==> config.mk <==
export PLATFORM = sky130hd
export DESIGN_NAME = alu_seq_driver
export DESIGN_NICKNAME = d
export VERILOG_FILES = /design/src/rtl/alu_seq_driver.sv
export SDC_FILE = /design/constraint.sdc
export NUM_CORES = 1
export LEC_CHECK = 0
export BUFFER_PORTS_ARGS = -buffer_cell sky130_fd_sc_hd__buf_2
export CELL_PAD_IN_SITES_DETAIL_PLACEMENT = 0
export CELL_PAD_IN_SITES_GLOBAL_PLACEMENT = 2
export CORE_MARGIN = 4
export CORE_UTILIZATION = 38
export DETAILED_ROUTE_END_ITERATION = 8
export GPL_ROUTABILITY_DRIVEN = 0
export MAX_ROUTING_LAYER = met4
export PLACE_DENSITY_LB_ADDON = 0.1
export SETUP_SLACK_MARGIN = 0.15
export SLEW_MARGIN = 15
export SYNTH_ARGS = -nofsm -noshare
export SYNTH_HDL_FRONTEND = slang
export SYNTH_SLANG_ARGS = --single-unit
==> constraint.sdc <==
create_clock -name Clock -period 11.3 [get_ports Clock]
set_input_delay 1.13 -clock Clock [delete_from_list [all_inputs] [get_ports Clock]]
set_output_delay 1.13 -clock Clock [all_outputs]
set_load 0.05 [all_outputs]
==> src/rtl/alu_seq_driver.sv <==
// ---------------------------------------------------------------------------
// alu_seq_driver
//
// Command-side initiator for the 16-bit ALU. It sits between the control unit
// and the ALU:
//   - It accepts one operation request at a time over a valid/ready command
//     channel.
//   - It drives the ALU's A, B, FunSel and WF pins for one pass (narrow) or
//     two chained passes (32-bit "wide").
//   - It returns the captured result and flags over a valid/ready response
//     channel.
//
// Ports
//   Clock, Reset          rising-edge clock, asynchronous active-high reset
//   CmdValid/CmdReady     command handshake
//   CmdFunSel             ALU function code
//   CmdWide               1 = 32-bit operation
//   CmdA, CmdB            operands; only [15:0] used when narrow
//   RspValid/RspReady     response handshake
//   RspData               result; [31:16] = 0 when narrow
//   RspFlags              {Z,C,N,O} in ALU flag order [3:0]
//   RspErr                command rejected (illegal wide code)
//   AluA, AluB            ALU operand pins
//   AluFunSel, AluWF      ALU function select and flag write enable
//   AluOut                ALU combinational result
//   AluFlags              ALU registered flags
//
// Optional feature (macro ALU_SEQ_STATS_EN)
//   Defined: adds OpCount/ErrCount outputs. They count completed response
//   handshakes and rejected ones, and wrap at 16 bits.
// ---------------------------------------------------------------------------
module alu_seq_driver #(
  parameter int          ALU_W      = 16,
  parameter logic [4:0]  ADD_FUNSEL = 5'b10100,
  parameter logic [4:0]  ADC_FUNSEL = 5'b10101
) (
  input  logic                 Clock,
  input  logic                 Reset,
  input  logic                 CmdValid,
  output logic                 CmdReady,
  input  logic [4:0]           CmdFunSel,
  input  logic                 CmdWide,
  input  logic [2*ALU_W-1:0]   CmdA,
  input  logic [2*ALU_W-1:0]   CmdB,
  output logic                 RspValid,
  input  logic                 RspReady,
  output logic [2*ALU_W-1:0]   RspData,
  output logic [3:0]           RspFlags,
  output logic                 RspErr,
  output logic [ALU_W-1:0]     AluA,
  output logic [ALU_W-1:0]     AluB,
  output logic [4:0]           AluFunSel,
  output logic                 AluWF,
  input  logic [ALU_W-1:0]     AluOut,
  input  logic [3:0]           AluFlags
`ifdef ALU_SEQ_STATS_EN
  ,
  output logic [15:0]          OpCount,
  output logic [15:0]          ErrCount
`endif
);

  // Function code driven while no pass is in progress.
  localparam logic [4:0] FUN_IDLE = 5'b10000;

  typedef enum logic [2:0] {IDLE, LO, HI, FLG, RSP} state_t;

  state_t                state_q, state_d;
  logic [2*ALU_W-1:0]    a_q, a_d, b_q, b_d;
  logic [4:0]            fun_q, fun_d;
  logic                  wide_q, wide_d;
  logic [ALU_W-1:0]      res_lo_q, res_lo_d, res_hi_q, res_hi_d;
  logic [ALU_W-1:0]      alu_a_q, alu_a_d, alu_b_q, alu_b_d;
  logic [2*ALU_W-1:0]    rsp_data_q, rsp_data_d;
  logic [3:0]            rsp_flags_q, rsp_flags_d;
  logic                  rsp_err_q, rsp_err_d;

  // Wide operations can only be split into two 16-bit passes for the
  // pass-through, bitwise and add codes. Subtract, 8-bit and shift codes
  // cannot be chained.
  function automatic logic wide_legal(input logic [4:0] f);
    return f[4] && (f != 5'b10110) && (f <= 5'b11010);
  endfunction

  // The handshake and ALU control pins are decoded straight from the state.
  // This makes AluWF drop the moment Reset forces the state back to IDLE.
  always_comb begin
    CmdReady  = (state_q == IDLE);
    RspValid  = (state_q == RSP);
    AluWF     = (state_q == LO) || (state_q == HI);
    AluFunSel = FUN_IDLE;
    if (state_q == LO) begin
      AluFunSel = fun_q;
    end else if (state_q == HI) begin
      // The high half of a wide add must absorb the low half's carry.
      AluFunSel = (fun_q == ADD_FUNSEL) ? ADC_FUNSEL : fun_q;
    end
  end

  assign AluA     = alu_a_q;
  assign AluB     = alu_b_q;
  assign RspData  = rsp_data_q;
  assign RspFlags = rsp_flags_q;
  assign RspErr   = rsp_err_q;

  // Next-state logic. AluA/AluB are registered and loaded on the edge that
  // enters LO or HI, so they hold their last values in the idle states.
  always_comb begin
    state_d     = state_q;
    a_d         = a_q;
    b_d         = b_q;
    fun_d       = fun_q;
    wide_d      = wide_q;
    res_lo_d    = res_lo_q;
    res_hi_d    = res_hi_q;
    alu_a_d     = alu_a_q;
    alu_b_d     = alu_b_q;
    rsp_data_d  = rsp_data_q;
    rsp_flags_d = rsp_flags_q;
    rsp_err_d   = rsp_err_q;
    unique case (state_q)
      IDLE: begin
        if (CmdValid) begin
          a_d    = CmdA;
          b_d    = CmdB;
          fun_d  = CmdFunSel;
          wide_d = CmdWide;
          if (CmdWide && !wide_legal(CmdFunSel)) begin
            state_d     = RSP;
            rsp_err_d   = 1'b1;
            rsp_data_d  = '0;
            rsp_flags_d = '0;
          end else begin
            state_d   = LO;
            rsp_err_d = 1'b0;
            alu_a_d   = CmdA[ALU_W-1:0];
            alu_b_d   = CmdB[ALU_W-1:0];
          end
        end
      end
      LO: begin
        res_lo_d = AluOut;
        if (wide_q) begin
          state_d = HI;
          alu_a_d = a_q[2*ALU_W-1:ALU_W];
          alu_b_d = b_q[2*ALU_W-1:ALU_W];
        end else begin
          state_d = FLG;
        end
      end
      HI: begin
        res_hi_d = AluOut;
        state_d  = FLG;
      end
      FLG: begin
        // The ALU's flag register now reflects the final pass. The ALU only
        // sees the high half, so Z is recomputed over the whole 32-bit result.
        rsp_flags_d = AluFlags;
        if (wide_q) begin
          rsp_flags_d[3] = (res_hi_q == '0) && (res_lo_q == '0);
          rsp_data_d     = {res_hi_q, res_lo_q};
        end else begin
          rsp_data_d     = {{ALU_W{1'b0}}, res_lo_q};
        end
        state_d = RSP;
      end
      RSP: begin
        if (RspReady) begin
          state_d = IDLE;
        end
      end
      default: state_d = IDLE;
    endcase
  end

  // State and datapath registers, all cleared by the asynchronous reset.
  always_ff @(posedge Clock or posedge Reset) begin
    if (Reset) begin
      state_q     <= IDLE;
      a_q         <= '0;
      b_q         <= '0;
      fun_q       <= '0;
      wide_q      <= 1'b0;
      res_lo_q    <= '0;
      res_hi_q    <= '0;
      alu_a_q     <= '0;
      alu_b_q     <= '0;
      rsp_data_q  <= '0;
      rsp_flags_q <= '0;
      rsp_err_q   <= 1'b0;
    end else begin
      state_q     <= state_d;
      a_q         <= a_d;
      b_q         <= b_d;
      fun_q       <= fun_d;
      wide_q      <= wide_d;
      res_lo_q    <= res_lo_d;
      res_hi_q    <= res_hi_d;
      alu_a_q     <= alu_a_d;
      alu_b_q     <= alu_b_d;
      rsp_data_q  <= rsp_data_d;
      rsp_flags_q <= rsp_flags_d;
      rsp_err_q   <= rsp_err_d;
    end
  end

`ifdef ALU_SEQ_STATS_EN
  logic [15:0] op_count_q, op_count_d, err_count_q, err_count_d;

  // Both counters advance only on a completed response handshake and wrap
  // naturally at 16 bits.
  always_comb begin
    op_count_d  = op_count_q;
    err_count_d = err_count_q;
    if (RspValid && RspReady) begin
      op_count_d = op_count_q + 16'd1;
      if (rsp_err_q) begin
        err_count_d = err_count_q + 16'd1;
      end
    end
  end

  // Statistics registers.
  always_ff @(posedge Clock or posedge Reset) begin
    if (Reset) begin
      op_count_q  <= '0;
      err_count_q <= '0;
    end else begin
      op_count_q  <= op_count_d;
      err_count_q <= err_count_d;
    end
  end

  assign OpCount  = op_count_q;
  assign ErrCount = err_count_q;
`endif

endmodule
==> impl_metrics.toml, run 1 <==
[hold_path]
hp-class = "flop to flop"
min-delay-start = "AluA[10]"

[timing]
tightest_slew_ns = 1.074
slew_headroom_pct = 28.22
post-route-min-period_ns = 3.319
rsz0062_at_grt = "no"
fin_crit_sh_pct = 29.37
skew_ns = 0.007412
setup_tns_ns = 0
hold_viol = 0
setup_viol = 0
clock.fmax_ghz = 0.3013
finalMaxSlewViolations = 0

[routing]
wl_per_cell_um = 18.70
first_pass_iters = 4
wl_met3_um = 839
dr.max_layer_used = "met4"
vias = 3750
drcViolationCount = 0
drt-vias-per-instance = 4.967
met1_length_mm = 6.358
ant_nets = 0
routed_wl_mm = 14.12
wl_met2_mm = 6.727
drt-initial-drc-count = 130

[placed_design]
dp_hpwl_mm = 9.630
port_buffers = 170
post-place-cells = 721

[worst_setup_path]
rr_startpoint = "state_q[1]"
crit_start = "state_q[0]"
critPathKind = "flop to output port"
crit_arrival_ns = 2.19
crit_family = "simple AND/OR/NAND/NOR gates"
crit_path_end_kind = "output port"
crit_path_start_kind = "flop"
slowest_stage = "dfrtp_1"
crit_chain = "nor3b_4, buf_4, or2_2, a22o_1, buf_2"
worstPathRequired_ns = 10.17
critPathMaxStageDelay_ns = 0.49
cp_max_fo = 21
crit_buf_inv = 2

[clock_network]
root_buffer = "clkbuf_16"
hold_buffers = 0
insertion_delay_ns = 0.42
htreeDepth = 4
cts_buffer_depth = 2
cts-buffers-inserted = 17
clkSinkCount = 142
cts_tree = "built"
cts_resized = 0
clkSlewWorstSetupHoldPaths_ns = 0.06
cts_setup_buffers = 0

[pwr]
combPwrFrac_pct = 44.5
power_switching_mw = 1.129
vdd_ir_drop_max_mv = 0.1419
internal-power_mw = 1.541
total_leakage_power_nw = 3.543
pwr-share-clk_pct = 21.1
p_sw_share_pct = 42.27
seq_power_share_pct = 34.3
cellPowerDensity_nw_per_um2 = 357.0

[finish]
finalNonFillerCells = 755
fin_nets = 647
regArea_um2 = 3553
synthToLayoutAreaGrowth_pct = 28.10
num-fill-cells = 1349
multiInputGateArea_um2 = 2147
drive_gt1_share_pct = 56.89

[global_routing]
overflow = 0
antenna_found_initial = 1
grt_pass1_vias = 4203
grt_max_degree = 89
grt_pass1_wl_mm = 22.96
track_usage_pct = 17.44

[floorplan]
start_util_pct = 38.55
die_y_um = 132.0
fp.dieW_um = 132.0
core-area_um2 = 15150
placementRows = 45
die_area_um2 = 17410
ios = 171

[logic_synthesis]
synth_area_um2 = 5838
synth_area_leader_cell = "dfrtp_1"
synth.top_cells.by_area = "dfrtp_1 61%, mux2_2 20%, mux2_1 5.8%"
ys_warn_count = 0
syn_inst = 382
synthesis.nets = 476
synth.top_cell.area_share_pct = 60.87
synth_cell_types = 31
ys_seq_area_share_pct = 60.87
avgSynthCellArea_um2 = 15.28
ys_ff_latch = 142

[flow_run]
maxCapViolCount = 0

[run_status]
status = "complete, no violations"
==> cell usage after synthesis <==
master	instances
or2_2	2
nor2_1	3
buf_6	3
mux2_1	30
nor3_1	2
a21oi_1	2
a21oi_4	1
a22o_1	36
buf_1	1
mux2i_1	2
buf_2	17
and3b_1	2
inv_1	3
clkbuf_1	2
nor3b_1	1
nor4_1	8
o21ai_0	1
nand4_1	2
a221o_1	1
a21boi_0	1
dfrtp_1	142
and2_1	4
nand2b_1	1
o22ai_1	1
mux2_2	105
nand2_1	3
nor3b_2	1
buf_4	2
a21oi_2	1
nor4b_4	1
or3b_2	1
==> sequential cells by signal, summed over array words and instances, names as in the netlist, 3 cells and up <==
signal,count
AluA,16
AluB,16
RspData,32
RspFlags,4
a_q,16
b_q,16
fun_q,5
res_hi_q,16
res_lo_q,16
state_q,3
==> placed cells by master, fill, tap and decap left out, types with 3 or more instances in the layout <==
cell,count
clkinvlp_4,4
nor2_1,3
buf_4,6
mux2_2,105
clkbuf_16,17
mux2_1,30
clkbuf_8,3
nand2_1,3
dfrtp_1,142
and2_1,4
inv_6,4
nor4_1,8
buf_2,170
a22o_1,36
==> final cells by class <==
cell class | instances | share of cell area, %
clock buffers | 21 | 6.291
inverters | 3 | 0.2175
clock inverters | 11 | 1.740
diodes | 1 | 0.03346
repair buffers | 177 | 12.35
well taps | 188 | 3.145
flip-flops and latches | 142 | 47.52
multi-input cells | 212 | 28.71
==> power by group through the flow <==
stage	logic, mW	registers (mW)	clock network, mW
finish	1.19	0.917	0.565
global route	1.27	0.952	0.602
CTS	1.20	0.919	0.578
detailed placement	1.20	0.924	0
global placement	1.18	0.916	0
floorplan	0.579	1.25	0
==> per-layer routing <==
layer / vias to the layer above / global-route usage (%)
met5: - / -
met4: 0 / 6.009
met3: 14 / 6.221
met2: 102 / 26.88
met1: 1886 / 21.37
li1: 1748 / -
==> cells by family after synthesis <==
kind of cell | count (synthesis) | synth area share [%]
and+or+nand+nor | 31 | 3.579
DFF | 142 | 60.87
AOI/OAI and AO/OA | 44 | 6.494
buffers and inverters | 28 | 2.679
muxes | 137 | 26.38
==> through the flow <==
step	power, mW	cell area, um2	hold WS (ns)	util, %	setup slack, ns
after floorplan	1.832	5838	0.4749	-	6.360
final	2.670	7478	0.4827	49.38	7.981
after global placement	2.094	6848	0.4635	45.21	7.896
after CTS	2.695	7448	0.4839	49.18	7.929
after global routing	2.823	7478	0.5018	49.38	7.846
after detailed placement	2.121	6848	0.4695	45.21	7.852
==> worst paths after layout <==
path	depth (start not counted)	endpoint	slack (ns)
max	5	AluFunSel[0]	7.98
min	1	AluA[10]	0.48
max reg2reg	3	RspFlags[3]	8.72
min reg2reg	1	AluA[10]	0.48
max in group asynchronous	3	AluB[0]	9.19
min in group asynchronous	2	RspData[6]	0.85
Note: power is estimated with default switching activity, not from simulation.
==> run 2: changes to the inputs <==
--- a/config.mk
+++ b/config.mk
@@ -9,7 +9,7 @@
 export CELL_PAD_IN_SITES_DETAIL_PLACEMENT = 0
 export CELL_PAD_IN_SITES_GLOBAL_PLACEMENT = 2
 export CORE_MARGIN = 4
-export CORE_UTILIZATION = 38
+export CORE_UTILIZATION = 31
 export DETAILED_ROUTE_END_ITERATION = 8
 export GPL_ROUTABILITY_DRIVEN = 0
 export MAX_ROUTING_LAYER = met4
==> constraint.sdc (replaced) <==
create_clock -name Clock -period 2.8 [get_ports Clock]
set_input_delay 0.28 -clock Clock [delete_from_list [all_inputs] [get_ports Clock]]
set_output_delay 0.28 -clock Clock [all_outputs]
set_load 0.05 [all_outputs]
==> impl_metrics.toml, run 2 (synthesized netlist as in run 1, its figures left out) <==
[run_status]
status = "complete, no violations"

[worst_setup_path]
crit_path_end_kind = "output port"
cp_max_fo = 8
rr_startpoint = "state_q[0]"
path_depth = 5
reg2reg_slack_ns = 0.76
crit_chain = "nor3b_4, buf_4, or2_2, a22o_1, buf_2"
critPathMaxStageDelay_ns = 0.48
critPathKind = "flop to output port"
crit_family = "simple AND/OR/NAND/NOR gates"
worstPathRequired_ns = 2.52
crit_buf_inv = 2
slowest_stage = "dfrtp_1"
crit_arrival_ns = 2.07
crit_path_start_kind = "flop"
r2r_cells = 6
r2r-end = "AluB[1]"

[global_routing]
met2_usage_pct = 24.14
grt_pass1_wl_mm = 24.27
use_met1_pct = 18.26
overflow = 0
track_usage_pct = 15.13
gr-max-usage-layer = "met2"
grt_pass1_vias = 4285
antenna_found_initial = 3
grt_max_degree = 143
grtUsageMet3_pct = 4.958

[pwr]
total_leakage_power_nw = 3.589
cellPowerDensity_nw_per_um2 = 1429
vdd_ir_drop_max_mv = 0.6146

[hold_path]
hp-class = "primary input to flop"
hold_depth = 2
min-delay-start = "RspReady"
holdPathEnd = "state_q[2]"

[finish]
final_common_cell = "buf_2"
num-fill-cells = 1762
fin_area_um2 = 7606
finalNonFillerCells = 805
synthToLayoutAreaGrowth_pct = 30.28
fin_nets = 654
drive_gt1_share_pct = 57.59
largest_reg_flops = 32
final_cell_mix = "170 x buf_2, 142 x dfrtp_1, 105 x mux2_2, 36 x a22o_1, 30 x mux2_1"

[placed_design]
port_buffers = 170
dp_hpwl_mm = 10.43
post-place-cells = 766
placed_cell_area_um2 = 6978

[floorplan]
die_y_um = 145.2
die_area_um2 = 21090
placementRows = 49
ios = 171
core-area_um2 = 18270
fp.dieW_um = 145.2
start_util_pct = 31.95

[timing]
slew_headroom_pct = 47.31
setup_tns_ns = 0
skew_ns = 0.01255
clock.fmax_ghz = 0.4249
finalMaxSlewViolations = 0
hold_viol = 0
post-route-min-period_ns = 2.353
setup_viol = 0
tightest_slew_ns = 0.7903
fin_crit_sh_pct = 84.05
rsz0062_at_grt = "no"

[routing]
ant_nets = 0
drt-initial-drc-count = 105
routed_wl_mm = 15.00
wl_per_cell_um = 18.64
first_pass_iters = 4
drt-vias-per-instance = 4.704
vias = 3787
drcViolationCount = 0

[clock_network]
clkSlewWorstSetupHoldPaths_ns = 0.06
insertion_delay_ns = 0.42
cts_buffer_depth = 2
root_buffer = "clkbuf_16"
cts_tree = "built"
cts-buffers-inserted = 17
htreeDepth = 4
hold_buffers = 0
clkSinkCount = 142

[flow_run]
maxCapViolCount = 0
## run 2: worst max path at each step
stage	startpoint	end	slack [ns]
after global placement	state_q[0]	AluB[15]	0.65
after detailed placement	state_q[0]	AluB[1]	0.57
final	state_q[0]	AluFunSel[0]	0.45
after floorplan	state_q[1]	AluA[0]	0.21
after global routing	state_q[0]	AluFunSel[0]	0.35
after CTS	state_q[0]	AluFunSel[0]	0.27
## run 2: worst reg2reg max path: cells and delay by family (launching register included)
family / cells / cell delay [ns]
mux: 2 / 0.67
simple gates: 1 / 0.24
buf+inv: 3 / 0.51
flops: 1 / 0.52
## run 2: layer usage
layer	wire [um]	vias to the layer above	share of wire [%]
li1	-	1764	-
met1	6552	1911	44
met2	7388	100	49
met3	893	12	6.0
met4	169	0	1.1
met5	0	-	0
## run 2: area by class of cell
class / instances / area [um2] / area share [%]
diodes: 3 / 7.507 / 0.09870
clock buffers: 17 / 425.4 / 5.593
clock inverters: 15 / 165.2 / 2.171
inverters: 3 / 15.01 / 0.1974
multi-input cells: 212 / 2147 / 28.23
flip-flops and latches: 142 / 3553 / 46.72
well taps: 229 / 286.5 / 3.767
repair buffers: 184 / 1006 / 13.23
## run 2: metrics by stage
step	util [%]	power (mW)	setup slack, ns	hold WS [ns]
3_3_place_gp	38.19	8.596	0.6525	0.4635
4_1_cts	41.43	11.01	0.2668	0.02334
6_report	41.63	10.87	0.4467	0.04219
2_1_floorplan	-	7.395	0.2085	0.3873
3_5_place_dp	38.19	8.695	0.5667	0.4713
5_1_grt	41.63	11.49	0.3507	0.05135
## run 2: where the power goes
| group | internal (mW) | leakage [nW] | switching [mW] |
|---|---|---|---|
| sequential | 3.06 | 1.73 | 0.643 |
| clock | 1.27 | 0.287 | 0.987 |
| combinational | 1.85 | 1.57 | 3.06 |
## run 2: repair_timing
item | CTS | global route
setup buffers | 0 | 4
resized for setup | 0 | 0
setup endpoints to repair | 0 | 1
==> run 3: changes to the inputs <==
--- a/config.mk
+++ b/config.mk
@@ -5,11 +5,12 @@
 export SDC_FILE = /design/constraint.sdc
 export NUM_CORES = 1
 export LEC_CHECK = 0
+export ABC_AREA = 1
 export BUFFER_PORTS_ARGS = -buffer_cell sky130_fd_sc_hd__buf_2
 export CELL_PAD_IN_SITES_DETAIL_PLACEMENT = 0
 export CELL_PAD_IN_SITES_GLOBAL_PLACEMENT = 2
 export CORE_MARGIN = 4
-export CORE_UTILIZATION = 31
+export CORE_UTILIZATION = 27
 export DETAILED_ROUTE_END_ITERATION = 8
 export GPL_ROUTABILITY_DRIVEN = 0
 export MAX_ROUTING_LAYER = met4
==> constraint.sdc (replaced) <==
create_clock -name Clock -period 2.12 [get_ports Clock]
set_input_delay 0.212 -clock Clock [delete_from_list [all_inputs] [get_ports Clock]]
set_output_delay 0.212 -clock Clock [all_outputs]
set_load 0.05 [all_outputs]
==> impl_metrics.toml, run 3 <==
[logic_synthesis]
avgSynthCellArea_um2 = 8.664
ys_seq_area_share_pct = 59.70
synth.top_cells.by_area = "dfrtp_1 60%, nand2_1 12%, o21ai_0 6.1%"
synth_area_leader_cell = "dfrtp_1"
synth_ff_type = "dfrtp_1"
synth_edf_count = 0
syn_inst = 687
synth_cell_types = 23
synthTopCellsByCount = "194 x nand2_1, 142 x dfrtp_1, 73 x o21ai_0"
ys_ff_latch = 142
synthesis.nets = 781
synth_area_um2 = 5952
synth.top_cell.area_share_pct = 59.70
ys_warn_count = 0
yosysMostFrequentCell = "nand2_1"
synthArstFlopShare_pct = 100.0

[floorplan]
ios = 171
fp.dieW_um = 156.5
die_area_um2 = 24480
placementRows = 54
core-area_um2 = 21760
die_y_um = 156.5
start_util_pct = 27.36

[placed_design]
dp_hpwl_mm = 12.06
dp_slack_ns = 0.3052
post-place-cells = 1112
port_buffers = 170

[worst_setup_path]
rr_startpoint = "state_q[2]"
crit_arrival_ns = 1.67
r2r_cells = 8
worstPathRequired_ns = 1.91
crit_path_start_kind = "flop"
r2r-end = "AluB[4]"
crit_start = "state_q[2]"
crit_chain = "nor3_2, inv_2, nand2_2, inv_1, nor2_2, buf_6"
path_depth = 6
critPathMaxStageDelay_ns = 0.44
crit_family = "simple AND/OR/NAND/NOR gates"
slowest_stage = "dfrtp_2"
cp_max_fo = 4
critPathKind = "flop to output port"
reg2reg_slack_ns = 0.30
crit_buf_inv = 3
crit_path_end_kind = "output port"

[hold_path]
hold_depth = 3
hp-class = "primary input to flop"
holdPathEnd = "b_q[22]"
min-delay-start = "CmdB[22]"

[global_routing]
grt_max_degree = 89
antenna_found_initial = 1
grt_pass1_vias = 5197
track_usage_pct = 14.94
overflow = 0
grt_pass1_wl_mm = 27.86

[finish]
final_common_cell = "nand2_1"
finalNonFillerCells = 1165
largest_reg_flops = 32
drive_gt1_share_pct = 27.26
final_cell_mix = "193 x nand2_1, 165 x buf_2, 140 x dfrtp_1, 72 x o21ai_0, 61 x inv_1"
synthToLayoutAreaGrowth_pct = 34.60
utilization_pct = 36.82
fin_nets = 965

[clock_network]
htreeDepth = 4
clkSinkCount = 142
cts-buffers-inserted = 17
insertion_delay_ns = 0.41
cts_buffer_depth = 2
root_buffer = "clkbuf_16"
cts_tree = "built"
clkSlewWorstSetupHoldPaths_ns = 0.06

[routing]
ant_nets = 0
wl_per_cell_um = 15.25
met1_length_mm = 7.921
drt-vias-per-instance = 4.356
first_pass_iters = 4
drt-initial-drc-count = 246
dr.max_layer_used = "met4"
wl_met2_mm = 8.686
wl_met3_um = 997
drcViolationCount = 0
routed_wl_mm = 17.76
vias = 5075

[timing]
finalMaxSlewViolations = 0
slew_headroom_pct = 64.07
rsz0062_at_grt = "yes"
post-route-min-period_ns = 1.878
setup_viol = 0
fin_crit_sh_pct = 88.56
clock.fmax_ghz = 0.5326
setup_tns_ns = 0
hold_viol = 0
tightest_slew_ns = 0.5390
layout_setup_ws_ns = 0.2425
skew_ns = 0.006303

[run_status]
status = "complete, no violations"

[pwr]
vdd_ir_drop_max_mv = 0.6341
cellPowerDensity_nw_per_um2 = 1799
total_leakage_power_nw = 4.188

[flow_run]
maxCapViolCount = 0
==> run 3: metal layers <==
metal / vias to the layer above / track usage (%)
li1: 2555 / -
met1: 2390 / 18.86
met2: 119 / 23.88
met3: 11 / 3.816
met4: 0 / 4.256
met5: - / -
==> run 3: how the worst max path moves through the flow <==
| stage | to | slack [ns] |
|---|---|---|
| after detailed placement | AluB[7] | 0.31 |
| after global placement | AluB[0] | 0.33 |
| final | AluFunSel[1] | 0.24 |
| after floorplan | AluFunSel[1] | 0.03 |
| after global routing | AluFunSel[3] | 0.14 |
| after CTS | AluFunSel[3] | 0.15 |
==> run 3: through the flow <==
stage | cell area (um2) | hold slack, ns | total power [mW]
after floorplan | 5963 | 0.3288 | 9.318
after global placement | 7098 | 0.3503 | 10.88
after detailed placement | 7098 | 0.3550 | 10.96
after CTS | 7985 | 0.001351 | 14.60
after global routing | 8011 | 0.01215 | 15.42
final | 8011 | 0.02095 | 14.41
==> run 3: logic make-up after synthesis <==
kind of cell	share of synthesized area (%)
AOI/OAI and AO/OA	11.75
buffers and inverters	7.778
and+or+nand+nor	20.58
muxes	0.1892
DFF	59.70
==> run 3: where the power goes <==
part	internal (mW)	switching [mW]
clock	2.25	1.15
sequential	3.97	0.662
combinational	1.64	4.74
total	7.86	6.55
==> run 3: worst reg2reg max path, stage by stage, from the launching register on <==
cell	delay [ns]
dfrtp_2	0.44
inv_2	0.17
nand3_4	0.10
buf_4	0.20
o21ai_2	0.26
nand2_4	0.18
buf_12	0.21
nand2_1	0.10
o21ai_1	0.06
==> run 3: layout make-up <==
cell class	instances	area (um2)
Fill cell	2309	13740
Sequential cell	142	3556
Multi-Input combinational cell	442	1988
Antenna cell	1	2.502
Clock buffer	23	498.0
Clock inverter	9	178.9
Inverter	68	259.0
Tap cell	280	350.3
Timing Repair Buffer	200	1179
==> run 3: repair_timing <==
action / 4_1_cts / 5_1_grt
endpoints found under the hold margin: 95 / 0
setup buffers: 3 / 0
resized for setup: 9 / 7
endpoints found under the setup margin: 6 / 48
hold buffers: 15 / 0
pin swaps: 2 / 1
gates cloned: 1 / 1
